## src/rtl/intra_pkg.sv

```systemverilog
// Shared types and constants for the intra-prediction block scheduler.
package intra_pkg;

    typedef enum logic [1:0] {
        IDLE,
        DISPATCH,
        DRAIN,
        DONE
    } sched_state_t;

    localparam int COORD_W_DEF = 16;
    typedef logic [COORD_W_DEF-1:0] coord_t;

    localparam int BLK_LUMA   = 4;
    localparam int BLK_CHROMA = 8;

    // Index width that stays legal for a single-entry vector.
    function automatic int idx_width(input int n);
        return (n > 1) ? $clog2(n) : 1;
    endfunction

endpackage

```

## src/rtl/intra_prio_enc.sv

```systemverilog
// Lowest-index-zero priority encoder: returns {found, index} of the first clear bit.
// Latency: combinational.
// Backpressure: none; found=0 when every bit is set.
module intra_prio_enc #(
    parameter int N     = 2,
    parameter int IDX_W = 1
) (
    input  logic [N-1:0]     bits,
    output logic             found,
    output logic [IDX_W-1:0] index
);

    // Scan high to low so the lowest clear bit is the last one written.
    always_comb begin
        found = 1'b0;
        index = '0;
        for (int i = N - 1; i >= 0; i--) begin
            if (!bits[i]) begin
                found = 1'b1;
                index = IDX_W'(i);
            end
        end
    end

endmodule

```

## src/rtl/intra_mb_scheduler.sv

```systemverilog
// Raster-order BLKxBLK block dispatcher to the lowest-index idle intra engine; INTRA_LEFT_DEP_EN adds a left-neighbour stall.
// Latency: start at edge t -> first eng_start high in cycle t+2; one dispatch per cycle at most.
// Backpressure: dispatch waits for an idle engine (busy bit cleared by eng_done).
module intra_mb_scheduler
    import intra_pkg::*;
#(
    parameter int NUM_ENGINES = 2,
    parameter int FRAME_W     = 1280,
    parameter int FRAME_H     = 720,
    parameter int BLK         = 4,
    parameter int COORD_W     = 16
) (
    input  logic                           clk,
    input  logic                           reset,
    input  logic                           start,
    input  logic [NUM_ENGINES-1:0]         eng_done,
    output logic [NUM_ENGINES-1:0]         eng_start,
    output logic [NUM_ENGINES*COORD_W-1:0] eng_x,
    output logic [NUM_ENGINES*COORD_W-1:0] eng_y,
    output logic                           busy,
    output logic                           frame_done,
    output logic [31:0]                    blocks_issued
);

    localparam int IDX_W = idx_width(NUM_ENGINES);
    localparam logic [COORD_W-1:0] LAST_X = COORD_W'(FRAME_W - BLK);
    localparam logic [COORD_W-1:0] LAST_Y = COORD_W'(FRAME_H - BLK);
    localparam logic [COORD_W-1:0] STEP   = COORD_W'(BLK);

    sched_state_t           state, state_nxt;
    logic [NUM_ENGINES-1:0] eng_busy;
    logic [NUM_ENGINES-1:0] disp_vec;
    logic [COORD_W-1:0]     cur_x, cur_y;
    logic                   free_found;
    logic [IDX_W-1:0]       free_idx;
    logic                   dep_stall;
    logic                   dispatch;
    logic                   last_blk;

    intra_prio_enc #(
        .N     (NUM_ENGINES),
        .IDX_W (IDX_W)
    ) u_prio_enc (
        .bits  (eng_busy),
        .found (free_found),
        .index (free_idx)
    );

`ifdef INTRA_LEFT_DEP_EN
    // In raster order the left neighbour is always the previous dispatch.
    logic [IDX_W-1:0] prev_eng;

    always_ff @(posedge clk) begin
        if (reset) begin
            prev_eng <= '0;
        end else if (dispatch) begin
            prev_eng <= free_idx;
        end
    end

    assign dep_stall = (cur_x != '0) && eng_busy[prev_eng];
`else
    assign dep_stall = 1'b0;
`endif

    assign dispatch   = (state == DISPATCH) && free_found && !dep_stall;
    assign last_blk   = (cur_x == LAST_X) && (cur_y == LAST_Y);
    assign disp_vec   = dispatch ? (NUM_ENGINES'(1) << free_idx) : '0;
    assign busy       = (state == DISPATCH) || (state == DRAIN);
    assign frame_done = (state == DONE);

    always_comb begin
        state_nxt = state;
        case (state)
            IDLE:     if (start) state_nxt = DISPATCH;
            DISPATCH: if (dispatch && last_blk) state_nxt = DRAIN;
            DRAIN:    if (eng_busy == '0) state_nxt = DONE;
            DONE:     state_nxt = IDLE;
            default:  state_nxt = IDLE;
        endcase
    end

    always_ff @(posedge clk) begin
        if (reset) begin
            state         <= IDLE;
            eng_busy      <= '0;
            eng_start     <= '0;
            eng_x         <= '0;
            eng_y         <= '0;
            cur_x         <= '0;
            cur_y         <= '0;
            blocks_issued <= '0;
        end else begin
            state     <= state_nxt;
            eng_start <= disp_vec;
            // A dispatch to the same engine wins over a coincident eng_done.
            eng_busy  <= (eng_busy & ~eng_done) | disp_vec;

            if (state == IDLE && start) begin
                cur_x         <= '0;
                cur_y         <= '0;
                blocks_issued <= '0;
            end

            if (dispatch) begin
                eng_x[int'(free_idx)*COORD_W +: COORD_W] <= cur_x;
                eng_y[int'(free_idx)*COORD_W +: COORD_W] <= cur_y;
                blocks_issued <= blocks_issued + 32'd1;
                if (last_blk) begin
                    cur_x <= '0;
                    cur_y <= '0;
                end else if (cur_x == LAST_X) begin
                    cur_x <= '0;
                    cur_y <= cur_y + STEP;
                end else begin
                    cur_x <= cur_x + STEP;
                end
            end
        end
    end

endmodule

```

## config.mk

```make
export PLATFORM = sky130hd
export DESIGN_NAME = intra_mb_scheduler
export DESIGN_NICKNAME = d
export VERILOG_FILES = /design/src/rtl/intra_pkg.sv /design/src/rtl/intra_prio_enc.sv /design/src/rtl/intra_mb_scheduler.sv
export SDC_FILE = /design/constraint.sdc
export NUM_CORES = 1
export LEC_CHECK = 0
export BUFFER_PORTS_ARGS = -buffer_cell sky130_fd_sc_hd__buf_2
export CORE_AREA = 2 2 123 125
export CTS_BUF_LIST = sky130_fd_sc_hd__clkbuf_8
export DETAILED_ROUTE_END_ITERATION = 16
export DIE_AREA = 0 0 125 127
export GPL_ROUTABILITY_DRIVEN = 0
export HOLD_SLACK_MARGIN = 0.02
export PLACE_DENSITY_LB_ADDON = 0.12
export SYNTH_ARGS = -nofsm -noshare
export SYNTH_HDL_FRONTEND = slang
export SYNTH_SLANG_ARGS = --single-unit
```

## constraint.sdc

```tcl
create_clock -name clk -period 3.1 [get_ports clk]
set_clock_uncertainty 0.1 [all_clocks]
set_input_delay 0.155 -clock clk [delete_from_list [all_inputs] [get_ports clk]]
set_output_delay 0.155 -clock clk [all_outputs]
set_load 0.01 [all_outputs]
```

==> flow_metrics.tcl <==
set metrics [dict create \
    cts_setup_buffers 0 \
    tns_ns 0 \
    start_util_pct 39.5 \
    syn_to_final_growth_pct 19.8 \
    grt_pass1_wl_mm 25.7 \
    slew_headroom_pct 24.9 \
    num_vias 5456 \
    start_kind "flip-flop" \
    synth_edf_count 0 \
    ioPinCount 105 \
    cts_made_buffers 17 \
    finalSetupViolations 0 \
    fin_crit_sh_pct 79.3 \
    yosys-top-cells-area "dfxtp_1 (46%), nand2_1 (11%), a21oi_1 (8.6%), clkbuf_1 (2.8%), nor2_1 (2.6%)" \
    final_common_cell "nand2_1" \
    cellLeakagePower_nw 2.61 \
    dpl.hpwl_mm 10.6 \
    wire_per_inst_um 16.0 \
    h-tree-depth 4 \
    routed_wl_mm 15.8 \
    cp_num_buf_inv 2 \
    grt_max_degree 82 \
    grt_pass1_vias 5093 \
    cp_data_arrival_time_ns 2.74 \
    worstHoldPathCells 5 \
    clk_latency_ns 0.44 \
    synth-seq-cells 130 \
    worst_pin_slew_ns 1.13 \
    synthCells 709 \
    cp-end-kind "flip-flop" \
    post_cts_resize_count 0 \
    cp_top_family "simple AND/OR/NAND/NOR gates" \
    p_int_mw 2.99 \
    cts_max_path_buffers 2 \
    power_frac_seq_pct 40.8 \
    pwr-share-clk_pct 39.8 \
    hp-class "primary input to flip-flop" \
    ys.flop_type "dfxtp_1" \
    synth_top_area_share_pct 45.7 \
    die_w_um 125 \
    drt_iter0_markers 306 \
    pwr-share-comb_pct 19.4 \
    synth_top_cell_by_area "dfxtp_1" \
    antenna_cells 0 \
    root_buffer "clkbuf_8" \
    cp_slowest_cell "or3_1" \
    synth_nets 723 \
    ctsHoldBuffers 3 \
    cp.depth 7 \
    synth_warnings 0 \
    die_area_sq_um 15900 \
    viasPerCell 5.52 \
    antenna_left 0 \
    core_area_sq_um 14400 \
    syn_area_sq_um 5700 \
    synth_cell_type_count 55 \
    path_cells "inv_1 > ha_1 > a21boi_4 > buf_4 > nand4_1 > or3_1 > a21boi_0" \
    p_sw_share_pct 30.8 \
    rsz0062_at_grt "false" \
    outcome "complete, no violations" \
    syn_area_per_cell_sq_um 8.04 \
    cp_max_fo 16 \
    fin_nets 805 \
    min_period_ns 2.46 \
    grt_util_all_layers_pct 19.8 \
    hold_viol_final 0 \
    drv_cap 0 \
    crit_type "flip-flop to flip-flop" \
    fmax_mhz 407 \
    antenna_found_initial 0 \
    num_rows 44 \
    drv_slew 0 \
    synth-seq-area-share_pct 45.7 \
    drt_pass1_iterations 4 \
    cts.sinks 130 \
    whs_ns 0.116 \
    drive_above_1_share_pct 20.6 \
    irDropWorstVdd_mv 0.325 \
    powerDensity_nw_per_um2 632 \
    fp.dieH_um 127 \
    crit_required_ns 3.38 \
    cp_slowest_stage_delay_ns 0.48 \
    drc 0 \
    overflow 0 \
    synthArstFlopShare_pct 0 \
    placement.io_buffers 104 \
    layout_common_cells "nand2_1 (162), dfxtp_1 (130), buf_2 (103)" \
    clkTransAtPathRegs_ns 0.08 \
    r2r_cells 7 \
    p_sw_mw 1.33 \
    cts_tree "done" \
]
## registers in the layout, indices dropped and copies added, names as in the netlist
name           count
cur_x             14
blocks_issued     32
cur_y             16
state              2
eng_busy           2
eng_y             32
eng_x             30
eng_start          2
## synth_stat cells (6+ instances only)
master,n
inv_1,6
and3_1,6
a21oi_1,98
clkbuf_1,43
ha_1,9
nand3_1,23
dfxtp_1,130
or4_1,8
and4_1,10
o211ai_1,10
nor2_1,40
nand2_1,162
and2_1,6
a311oi_1,11
or3_1,12
mux2_2,8
nor4_1,6
nand4_1,23
nor3_1,15
o21ai_0,13
buf_2,6
## stage by stage
step                      setup WS [ns]  std cells  power (mW)  cell area (sq um)  utilization, %
final                             0.641        988        4.32               6830            47.3
after global routing              0.405        988        4.52               6830            47.3
after CTS                         0.649        988        4.36               6830            47.3
after detailed placement          0.664        953        2.64               6320            43.8
after global placement            0.771        953        2.61               6320            43.8
after floorplan                   0.850        709        2.35               5700               -
## final cells by class
cell class,count,area [sq um]
Fill cell,1452,7600
Multi-Input combinational cell,517,2850
Sequential cell,130,2600
Timing Repair Buffer,118,636
Clock buffer,22,303
Tap cell,184,230
Clock inverter,10,178
Inverter,7,26.3
## routing by layer
metal  wire length (um)  global-route usage (%)  vias to the layer above
li1                   -                       -                     2685
met5                  0                       0                        -
met4                168                    6.93                        0
met3                775                    4.69                       15
met1               7510                    26.8                     2601
met2               7330                    31.4                      155
## worst reg2reg max path: cells and delay by family, from the launching register on
kind / cells / cell delay, ns
AOI/OAI and AO/OA: 2 / 0.40
buffers and inverters: 2 / 0.37
adders and majority gates: 1 / 0.29
DFF: 1 / 0.33
and+or+nand+nor: 2 / 0.90
## power groups by stage
| stage | Sequential, mW | Clock (mW) | Combinational (mW) |
|---|---|---|---|
| 3_5_place_dp | 1.80 | 0 | 0.836 |
| 4_1_cts | 1.76 | 1.76 | 0.841 |
| 5_1_grt | 1.77 | 1.82 | 0.931 |
| 3_3_place_gp | 1.80 | 0 | 0.816 |
| 6_report | 1.76 | 1.72 | 0.838 |
| 2_1_floorplan | 1.78 | 0 | 0.568 |
## final timing paths
kind / slack [ns] / start / to
min reg2reg: 0.35 / eng_y[9]$_SDFFE_PP0P_ / eng_y[9]$_SDFFE_PP0P_
min: 0.12 / start / state[0]$_SDFFE_PP0P_
max reg2reg: 0.64 / state[1]$_SDFFE_PP0P_ / cur_y[9]$_SDFF_PP0_
max: 0.64 / state[1]$_SDFFE_PP0P_ / cur_y[9]$_SDFF_PP0_
## kinds of logic after synthesis
logic type / count (synthesis) / share of synthesized area [%]
AO/OA/AOI/OAI: 165 / 17.9
XOR/XNOR: 1 / 0.154
adder cells (fa/ha/maj): 9 / 1.98
buffers and inverters: 62 / 4.39
flip-flops: 130 / 45.7
multiplexers: 11 / 2.11
AND/OR/NAND/NOR: 331 / 27.8
Power figures use the tool's default switching activity.
